==> src/rtl/instruction_fetch_unit.sv <==
// Instruction fetch front end: PC register, memory request generation and a small {pc, instr} buffer feeding decode.
// Optional performance counters are compiled in when IFU_PERF_COUNTERS_EN is defined.
module instruction_fetch_unit #(
    parameter int                    ADDR_WIDTH = 32,
    parameter int                    DATA_WIDTH = 32,
    parameter logic [ADDR_WIDTH-1:0] RESET_PC   = '0,
    parameter int                    FIFO_DEPTH = 4
) (
    input  logic                  clk,
    input  logic                  rst,
    output logic [ADDR_WIDTH-1:0] imem_address,
    output logic                  imem_enable_read,
    input  logic [DATA_WIDTH-1:0] imem_data,
    input  logic                  imem_data_valid,
    input  logic                  redirect_valid,
    input  logic [ADDR_WIDTH-1:0] redirect_pc,
    output logic                  instr_valid,
    input  logic                  instr_ready,
    output logic [DATA_WIDTH-1:0] instr_data,
    output logic [ADDR_WIDTH-1:0] instr_pc
`ifdef IFU_PERF_COUNTERS_EN
    ,
    output logic [31:0]           perf_fetched,
    output logic [31:0]           perf_stall_cycles
`endif
);

    localparam int PTR_W = $clog2(FIFO_DEPTH);
    localparam int CNT_W = PTR_W + 1;
    localparam logic [CNT_W-1:0]      FULL_COUNT = CNT_W'(FIFO_DEPTH);
    localparam logic [ADDR_WIDTH-1:0] ALIGN_MASK = ~ADDR_WIDTH'(3);

    logic [ADDR_WIDTH-1:0] pc;
    logic [ADDR_WIDTH-1:0] pc_mem   [FIFO_DEPTH];
    logic [DATA_WIDTH-1:0] data_mem [FIFO_DEPTH];
    logic [PTR_W-1:0]      rd_ptr;
    logic [PTR_W-1:0]      wr_ptr;
    logic [CNT_W-1:0]      count;
    logic                  fifo_full;
    logic                  enq;
    logic                  deq;

    assign fifo_full        = (count == FULL_COUNT);
    assign imem_enable_read = !rst && !fifo_full;
    assign imem_address     = {2'b00, pc[ADDR_WIDTH-1:2]};

    // A redirect discards the memory response and makes any pop irrelevant, since the buffer is flushed.
    assign enq = imem_enable_read && imem_data_valid && !redirect_valid;
    assign deq = instr_valid && instr_ready && !redirect_valid;

    assign instr_valid = (count != '0);
    assign instr_data  = data_mem[rd_ptr];
    assign instr_pc    = pc_mem[rd_ptr];

    always_ff @(posedge clk) begin
        if (rst) begin
            pc <= RESET_PC & ALIGN_MASK;
        end else if (redirect_valid) begin
            pc <= redirect_pc & ALIGN_MASK;
        end else if (enq) begin
            pc <= pc + ADDR_WIDTH'(4);
        end
    end

    always_ff @(posedge clk) begin
        if (rst) begin
            for (int i = 0; i < FIFO_DEPTH; i++) begin
                data_mem[i] <= '0;
                pc_mem[i]   <= '0;
            end
        end else if (enq) begin
            data_mem[wr_ptr] <= imem_data;
            pc_mem[wr_ptr]   <= pc;
        end
    end

    always_ff @(posedge clk) begin
        if (rst || redirect_valid) begin
            wr_ptr <= '0;
            rd_ptr <= '0;
            count  <= '0;
        end else begin
            if (enq) begin
                wr_ptr <= wr_ptr + PTR_W'(1);
            end
            if (deq) begin
                rd_ptr <= rd_ptr + PTR_W'(1);
            end
            case ({enq, deq})
                2'b10:   count <= count + CNT_W'(1);
                2'b01:   count <= count - CNT_W'(1);
                default: count <= count;
            endcase
        end
    end

`ifdef IFU_PERF_COUNTERS_EN
    // Counters ignore redirects; only reset clears them.
    always_ff @(posedge clk) begin
        if (rst) begin
            perf_fetched      <= '0;
            perf_stall_cycles <= '0;
        end else begin
            if (enq) begin
                perf_fetched <= perf_fetched + 32'd1;
            end
            if (fifo_full) begin
                perf_stall_cycles <= perf_stall_cycles + 32'd1;
            end
        end
    end
`endif

endmodule

==> config.mk <==
export PLATFORM = sky130hd
export DESIGN_NAME = instruction_fetch_unit
export DESIGN_NICKNAME = d
export VERILOG_FILES = /design/src/rtl/instruction_fetch_unit.sv
export SDC_FILE = /design/constraint.sdc
export NUM_CORES = 1
export LEC_CHECK = 0
export ABC_AREA = 1
export CAP_MARGIN = 20
export CORE_MARGIN = 2
export CORE_UTILIZATION = 45
export DETAILED_ROUTE_END_ITERATION = 16
export GPL_TIMING_DRIVEN = 1
export HOLD_SLACK_MARGIN = 0.12
export MAX_ROUTING_LAYER = met4
export PLACE_DENSITY_LB_ADDON = 0.3
export SYNTH_ARGS = -nofsm -noshare
export SYNTH_HDL_FRONTEND = slang
export SYNTH_SLANG_ARGS = --single-unit
==> constraint.sdc <==
create_clock -name clk -period 4.15 [get_ports clk]
set_input_delay 0.83 -clock clk [delete_from_list [all_inputs] [get_ports clk]]
set_output_delay 0.83 -clock clk [all_outputs]
set_load 0.03 [all_outputs]
After elaboration in Yosys (flattened, before gate mapping)
Memory sizes are Yosys's and may differ from the RTL's. A register that Yosys moved wholly into a read port is not among the register bits.
Index checks and enable logic that the tools add are counted.
- flip-flop bits (word level): 39
- latch bits: 0
- bits in writable memories: 256
- memory bits (read-only): 0
- output and inout port bits: 98
- word-level logic and storage cells: 48
- memories: 2
- $add $sub $neg: 5
- multipliers: 0
- div/mod/pow operators: 0
- magnitude comparators: 0
- eq/ne operators: 3
- shift operators: 0
- mux-type cells: 18
- bitwise logic cells: 0
- reduce and logical (&&, ||, !) cells: 15
- memory list (memory ; words ; width ; rd ports ; clocked after memory_dff ; wr ports ; line ; source):
    data_mem ; 4 ; 32 ; 1 ; 1 ; 4 ; 35 ; logic [DATA_WIDTH-1:0] data_mem [FIFO_DEPTH];
    pc_mem ; 4 ; 32 ; 1 ; 1 ; 4 ; 34 ; logic [ADDR_WIDTH-1:0] pc_mem [FIFO_DEPTH];
- operators by type and width (kind ; number):
    32-bit 2-to-1 mux ; 4
    32-bit OR reduction ; 2
    32-bit by 3-bit adder with 32-bit output, second input constant ; 1
    2-bit 2-to-1 mux ; 6
    1-bit 2-to-1 mux ; 7
    3-bit case mux with 2 select lines ; 1
    1-bit logical AND ; 5
    2-bit by 1-bit adder with 2-bit output, second input constant ; 2
    2-bit nonzero test ; 2
    3-bit by 1-bit adder with 3-bit output, second input constant ; 1
    3-bit == test, second input constant ; 1
    1-bit logical NOT ; 3
    3-bit nonzero test ; 1
    3-bit by 1-bit subtractor with 3-bit output, second input constant ; 1
    2-bit by 1-bit == test with 1-bit output, second input constant ; 1
    2-bit == test, second input constant ; 1
    2-bit OR reduction ; 1
    1-bit logical OR ; 1

Longest topological paths before layout
Gate-level depths: netlist of run 1.
- depth in word-level cells: 10
- depth in mapped cells: 13
- depth with buffers taken out: 11

Least setup slack after synthesis of run 1
OpenSTA, ideal clock, no wires.
- kind: input to register
- from: in redirect_valid
- to: mem data_mem[3][0], enable pin
- library setup time: 0.424 ns
- arrival: 3.043 ns
- setup slack: 0.683 ns
- stages on the path: 7
- cell sequence: buf_4 clkinv_2 nand4_4 buf_6 buf_6 nor3_1 or2_1
- RTL lines (what ; line ; source):
    start: declaration ; 15 ; input logic redirect_valid,
    end: declaration ; 35 ;

==> results of run 1 <==
## critical path: stages, from the launching register on
cell and delay, ns:
sky130_fd_sc_hd__dfxtp_4 0.58, sky130_fd_sc_hd__buf_4 0.56, sky130_fd_sc_hd__o21ai_0 0.20, sky130_fd_sc_hd__o22ai_1 0.26
sky130_fd_sc_hd__clkdlybuf4s50_1 0.71
## metal layers
layer	global-route usage	up-vias	share of wire
met5	-	-	0
met3	0.03046	43	0.077
met1	0.2957	4722	0.42
met2	0.3656	394	0.48
li1	-	4750	-
met4	0.05694	0	0.019
## stage by stage
step	util	total power (µW)	setup slack (ns)
6_report	0.5566	6797	0.4101
5_1_grt	0.5566	7010	0.1860
4_1_cts	0.5565	6836	0.05391
3_5_place_dp	0.5194	3990	0.6409
3_3_place_gp	0.5194	3979	0.6950
2_1_floorplan	-	3708	0.6832
## report_power, final
group          switching [µW]  internal (µW)
Clock                    1090           1780
Combinational             396            223
Sequential               53.3           3260
Total                    1540           5260
## synth_stat cells, types with 5 or more instances
cell type / number
sky130_fd_sc_hd__a21oi_1: 17
sky130_fd_sc_hd__inv_2: 5
sky130_fd_sc_hd__inv_1: 92
sky130_fd_sc_hd__xor2_1: 7
sky130_fd_sc_hd__nor3_1: 6
sky130_fd_sc_hd__edfxtp_1: 248
sky130_fd_sc_hd__nor2_2: 12
sky130_fd_sc_hd__o22ai_1: 62
sky130_fd_sc_hd__nand2_1: 116
sky130_fd_sc_hd__nand3_1: 25
sky130_fd_sc_hd__buf_2: 16
sky130_fd_sc_hd__a31oi_1: 9
sky130_fd_sc_hd__nor2_1: 415
sky130_fd_sc_hd__o21ai_0: 149
sky130_fd_sc_hd__buf_6: 21
sky130_fd_sc_hd__nor2_4: 10
sky130_fd_sc_hd__dfxtp_1: 39
sky130_fd_sc_hd__buf_4: 10
sky130_fd_sc_hd__clkbuf_1: 35
## cell families after synthesis
logic type	Yosys count	synth area share
AO/OA/AOI/OAI	246	0.1018
flip-flops	287	0.6281
AND/OR/NAND/NOR	607	0.1936
other	1	0.0002863
XOR/XNOR	7	0.004680
adder cells (fa/ha/maj)	3	0.003438
buffers and inverters	180	0.06810
## final cells by class
class,count,area share
multi-input cells,867,0.2514
well taps,384,0.03008
clock buffers,38,0.05208
flip-flops and latches,287,0.5154
inverters,98,0.02326
repair buffers,181,0.1133
clock inverters,17,0.01457
## path summary, 6_finish.rpt
kind	start	end	cells past startpoint
worst max-delay path	register	instr_pc[30]	4
worst max register to register	count[0]$_SDFFE_PP0P_	pc_mem[3][8]$_DFFE_PP_	6
worst min-delay path	count[0]$_SDFFE_PP0P_	count[0]$_SDFFE_PP0P_	2
worst min register to register	count[0]$_SDFFE_PP0P_	count[0]$_SDFFE_PP0P_	2
## registers in the layout (all words and copies together) (netlist names), named ones only
signal    count
rd_ptr        2
data_mem    128
count         3
wr_ptr        2
pc_mem      120
pc           30
==> impl_metrics.env, run 1 <==
export IMPL_ff2ff_setup_slack_ns=1.94
export IMPL_leakagePower_uw=0.005955
export IMPL_final_common_cell="sky130_fd_sc_hd__nor2_1"
export IMPL_run_status="finished clean"
export IMPL_post_cts_setup_buffers=0
export IMPL_area_growth_pct=21.95
export IMPL_crit_required_ns=3.32
export IMPL_synth_enable_flop_cells=248
export IMPL_worst_setup_skew_after_layout_ns=0.01396
export IMPL_synth_largest_area_cell="sky130_fd_sc_hd__edfxtp_1"
export IMPL_vdd_drop_max_mv=0.2788
export IMPL_max_clock_freq_ghz=0.2674
export IMPL_ys_dominant_reg_cell="sky130_fd_sc_hd__edfxtp_1"
export IMPL_dieArea_um2=30490
export IMPL_num_antenna_cells=0
export IMPL_startpoint_type="register"
export IMPL_regArea_um2=8233
export IMPL_finalNetCount=1537
export IMPL_final_fill_count=2538
export IMPL_grt_total_usage=0.2230
export IMPL_fraction_of_the_yosys_area_taken_by_sequential_cells=0.6281
export IMPL_finalCriticalPeriod_ns=3.740
export IMPL_quantity_of_hold_fixing_buffers_added_after_cts=0
export IMPL_yosys_warnings=0
export IMPL_dr_total_vias=9909
export IMPL_crit_fanout=60
export IMPL_floorplan_core_area_um2=28700
export IMPL_grt_start_max_net_pins=63
export IMPL_port_buffer_count=160
export IMPL_cts_root_buffer_cell="sky130_fd_sc_hd__clkbuf_16"
export IMPL_antenna_left=0
export IMPL_die_height_um=174.6
export IMPL_syn_inst=1331
export IMPL_synth_area_per_cell_um2=9.842
export IMPL_asyncSetResetFlopFracSynth=0
export IMPL_ys_top_cells_by_area="sky130_fd_sc_hd__edfxtp_1 (57%), sky130_fd_sc_hd__nor2_1 (12%), sky130_fd_sc_hd__dfxtp_1 (6.0%)"
export IMPL_detail_route_drc_violations=0
export IMPL_tritoncts="done"
export IMPL_worst_hold_slack_ns=0.4886
export IMPL_cts_max_level=1
export IMPL_grt_pass1_wl_um=52020
export IMPL_netlist_area_um2=13100
export IMPL_endpoint_type_of_the_worst_setup_path="output port"
export IMPL_gr_total_overflow=0
export IMPL_hold_violations=0
export IMPL_io_pin_count=167
export IMPL_die_width_um=174.6
export IMPL_min_period_over_period=0.9012
export IMPL_clock_sink_count=287
export IMPL_post_cts_resized_instances=0
export IMPL_via_count_of_the_first_global_routing_pass=9728
export IMPL_final_max_slew_viol_count=0
export IMPL_place_inst=1817
export IMPL_most_common_layout_cells="sky130_fd_sc_hd__nor2_1 (415), sky130_fd_sc_hd__edfxtp_1 (248), sky130_fd_sc_hd__clkdlybuf4s50_1 (160)"
export IMPL_synth_lib_cells_used_distinct=38
export IMPL_clk_latency_ns=0.55
export IMPL_power_density_nw_per_um2=425.5
export IMPL_max_cap_violations=0
export IMPL_postPlaceCellArea_um2=14910
export IMPL_clock_tree_buffer_depth=3
export IMPL_cts_made_buffers=30
export IMPL_layout_cell_area_non_filler_um2=15980
export IMPL_dpl_hpwl_um=19330
export IMPL_rsz0062_at_grt="false"
export IMPL_routed_wl_um=32950
export IMPL_drt_vias_per_instance=5.293
export IMPL_floorplan_rows=62
export IMPL_drive_gt1_frac=0.07863
export IMPL_min_delay_path_class="register to register"
export IMPL_initial_core_util=0.4564
export IMPL_drtIter0Drc=916
export IMPL_multi_input_area_um2=4016
export IMPL_final_weighted_congestion_in_routability_driven_placement=0.9057
export IMPL_finalSetupTns_ns=0
export IMPL_netlist_area_leader_share=0.5685
export IMPL_finalSetupViolations=0
export IMPL_transition_at_the_pin_with_the_smallest_max_transition_slack_ns=0.9233
export IMPL_instances_no_fill=1872
export IMPL_critical_path_class="register to output port"
export IMPL_grt_antenna_before_repair=0
export IMPL_firstDrtPassIters=7
export IMPL_clk_pin_slew_worst_setup_hold_paths_ns=0.06
export IMPL_timing_max_slew_rel_slack=0.3836
export IMPL_detail_route_wl_per_cell_um=17.60
export IMPL_synth_seq_cells=287
export IMPL_arrival_ns=2.91
Power figures use the tool's default switching activity.
==> run 2, diff against run 1 <==
--- a/config.mk
+++ b/config.mk
@@ -13,7 +13,7 @@
 export GPL_TIMING_DRIVEN = 1
 export HOLD_SLACK_MARGIN = 0.12
 export MAX_ROUTING_LAYER = met4
-export PLACE_DENSITY_LB_ADDON = 0.3
+export PLACE_DENSITY = 0.67
 export SYNTH_ARGS = -nofsm -noshare
 export SYNTH_HDL_FRONTEND = slang
 export SYNTH_SLANG_ARGS = --single-unit
==> constraint.sdc (replaced) <==
create_clock -name clk -period 4.15 [get_ports clk]
set_input_delay 0.415 -clock clk [delete_from_list [all_inputs] [get_ports clk]]
set_output_delay 0.415 -clock clk [all_outputs]
set_load 0.03 [all_outputs]
==> run 2 against run 1 <==
  * Sequential share of layout area increased by 0.15 points
  * Fmax increased by 16%
  * Combinational power decreased by 1%
  * Largest power group unchanged
  * Critical path type unchanged
  * Non-clock buffer count decreased by 4
  * Die area unchanged
  * Clock skew decreased by 0.0043 ns
  * Via count increased by 0.64%
  * Largest cell class unchanged
  * Count of clock-buffer cells in the layout increased by 6
  * Highest routed layer unchanged
  * Design area decreased by 0.30%
==> impl_metrics.env, run 2 (same netlist as run 1, synthesis figures left out) <==
export IMPL_transition_at_the_pin_with_the_smallest_max_transition_slack_ns=1.070
export IMPL_clock_tree_buffer_depth=3
export IMPL_drtIter0Drc=592
export IMPL_leakagePower_uw=0.005933
export IMPL_dieArea_um2=30490
export IMPL_grt_start_max_net_pins=64
export IMPL_grt_total_usage=0.2253
export IMPL_path_cells="inv_2 -> buf_4 -> o21ai_0 -> o22ai_1 -> clkdlybuf4s50_1"
export IMPL_power_density_nw_per_um2=429.9
export IMPL_min_delay_path_class="primary input to register"
export IMPL_crit_required_ns=3.73
export IMPL_rsz0062_at_grt="false"
export IMPL_cp_num_buf_inv=3
export IMPL_cts_root_buffer_cell="sky130_fd_sc_hd__clkbuf_16"
export IMPL_startpoint_type="register"
export IMPL_port_buffer_count=160
export IMPL_die_height_um=174.6
export IMPL_registers_top_by_ff_count="data_mem"
export IMPL_run_status="finished clean"
export IMPL_arrival_ns=2.82
export IMPL_cts_made_buffers=30
export IMPL_critical_path_class="register to output port"
export IMPL_routed_wl_um=33520
export IMPL_cts_max_level=1
export IMPL_timing_critical_path_slowest_cell_delay_ns=0.73
export IMPL_m1_gr_usage=0.2964
export IMPL_power_uw=6847
export IMPL_detail_route_drc_violations=0
export IMPL_cp_max_stage_cell="sky130_fd_sc_hd__clkdlybuf4s50_1"
export IMPL_final_common_cell="sky130_fd_sc_hd__nor2_1"
export IMPL_hold_start="redirect_pc[9]"
export IMPL_finalSetupTns_ns=0
export IMPL_worst_setup_skew_after_layout_ns=0.009662
export IMPL_clock_sink_count=287
export IMPL_io_pin_count=167
export IMPL_vdd_drop_max_mv=0.3077
export IMPL_floorplan_core_area_um2=28700
export IMPL_layout_cell_area_non_filler_um2=15930
export IMPL_post_cts_setup_buffers=0
export IMPL_quantity_of_hold_fixing_buffers_added_after_cts=0
export IMPL_floorplan_rows=62
export IMPL_hold_violations=0
export IMPL_reg_largest_list="data_mem: 128 flops, pc_mem: 120 flops, pc: 30 flops"
export IMPL_dr_total_vias=9972
export IMPL_crit_fanout=35
export IMPL_drt_vias_per_instance=5.335
export IMPL_critical_path_reg2reg_startpoint="count[0]$_SDFFE_PP0P_"
export IMPL_finalCriticalPeriod_ns=3.236
export IMPL_firstDrtPassIters=5
export IMPL_finalSetupViolations=0
export IMPL_final_weighted_congestion_in_routability_driven_placement=0.9156
export IMPL_globalRouteMet2Util=0.3704
export IMPL_via_count_of_the_first_global_routing_pass=10010
export IMPL_timing_max_slew_rel_slack=0.2867
export IMPL_endpoint_type_of_the_worst_setup_path="output port"
export IMPL_max_clock_freq_ghz=0.3090
export IMPL_gr_total_overflow=0
export IMPL_min_period_over_period=0.7798
export IMPL_detail_route_wl_per_cell_um=17.93
export IMPL_final_max_slew_viol_count=0
export IMPL_grt_pass1_wl_um=52480
export IMPL_largest_register_ffs=128
export IMPL_drive_gt1_frac=0.07744
export IMPL_most_common_layout_cells="sky130_fd_sc_hd__nor2_1 (415), sky130_fd_sc_hd__edfxtp_1 (248), sky130_fd_sc_hd__clkdlybuf4s50_1 (160)"
export IMPL_max_cap_violations=0
export IMPL_area_growth_pct=21.59
export IMPL_antenna_left=0
export IMPL_grt_antenna_before_repair=0
export IMPL_timing_critical_path_max_delay_family="buffers and inverters"
export IMPL_post_cts_resized_instances=0
export IMPL_num_antenna_cells=0
export IMPL_dpl_hpwl_um=18990
export IMPL_clk_latency_ns=0.55
export IMPL_grt_use_met3=0.02981
export IMPL_clk_pin_slew_worst_setup_hold_paths_ns=0.06
export IMPL_tritoncts="done"
export IMPL_die_width_um=174.6
export IMPL_grt_busiest_layer="met2"
export IMPL_finalNetCount=1533
export IMPL_postPlaceCellArea_um2=14830
export IMPL_initial_core_util=0.4564
run 2: cell count changes in the layout (fill, tap and decap cells not counted):
cell,previous run,this run
sky130_fd_sc_hd__buf_12,4,0
sky130_fd_sc_hd__clkinv_1,4,0
sky130_fd_sc_hd__clkbuf_1,4,7
sky130_fd_sc_hd__clkbuf_8,3,6
sky130_fd_sc_hd__clkinv_4,0,1
sky130_fd_sc_hd__clkinvlp_4,1,0
sky130_fd_sc_hd__inv_4,1,0
run 2: metrics by stage:
| stage | worst slack [ns] | cells | util | hold WS, ns |
|---|---|---|---|---|
| after global placement | 1.034 | 1813 | 0.5167 | 0.4697 |
| final | 0.9136 | 1869 | 0.5549 | 0.4456 |
| after global routing | 0.7888 | 1869 | 0.5549 | 0.4535 |
| after CTS | 0.8903 | 1869 | 0.5549 | 0.4281 |
| after floorplan | 1.098 | 1334 | - | 0.4568 |
| after detailed placement | 1.016 | 1813 | 0.5167 | 0.4751 |
run 2: final timing paths:
check                                       end  slack (ns)  cells past startpoint
setup / recovery                 instr_data[31]        0.91                      5
hold / removal               pc[9]$_SDFFE_PP0P_        0.45                      3
setup reg to reg  data_mem[1][10]$_SDFFCE_PN0P_        1.74                      8
hold reg to reg           count[0]$_SDFFE_PP0P_        0.48                      2
run 2: routing by layer:
layer	share of wire	vias up
li1	-	4745
met1	0.44	4788
met2	0.47	383
met3	0.066	56
met4	0.021	0
met5	0	-
run 2: power breakdown:
part           total, µW  switching [µW]  internal [µW]
logic                613             397            216
registers           3310            51.4           3260
clock network       2920            1080           1840
run 2: final cells by class:
cell class,instances,area (µm²)
timing repair buffer,177,1729
clock buffer,44,884.6
inverter,98,370.4
clock inverter,12,214.0
fill,2564,12770
multi-input combinational,867,4016
tap,384,480.5
sequential,287,8233
run 2: worst reg2reg max path: cells and delay by family, from the launching register on:
family | cells | cell delay (ns)
buffers and inverters | 3 | 1.26
flip-flops | 1 | 0.32
AND/OR/NAND/NOR | 5 | 0.55
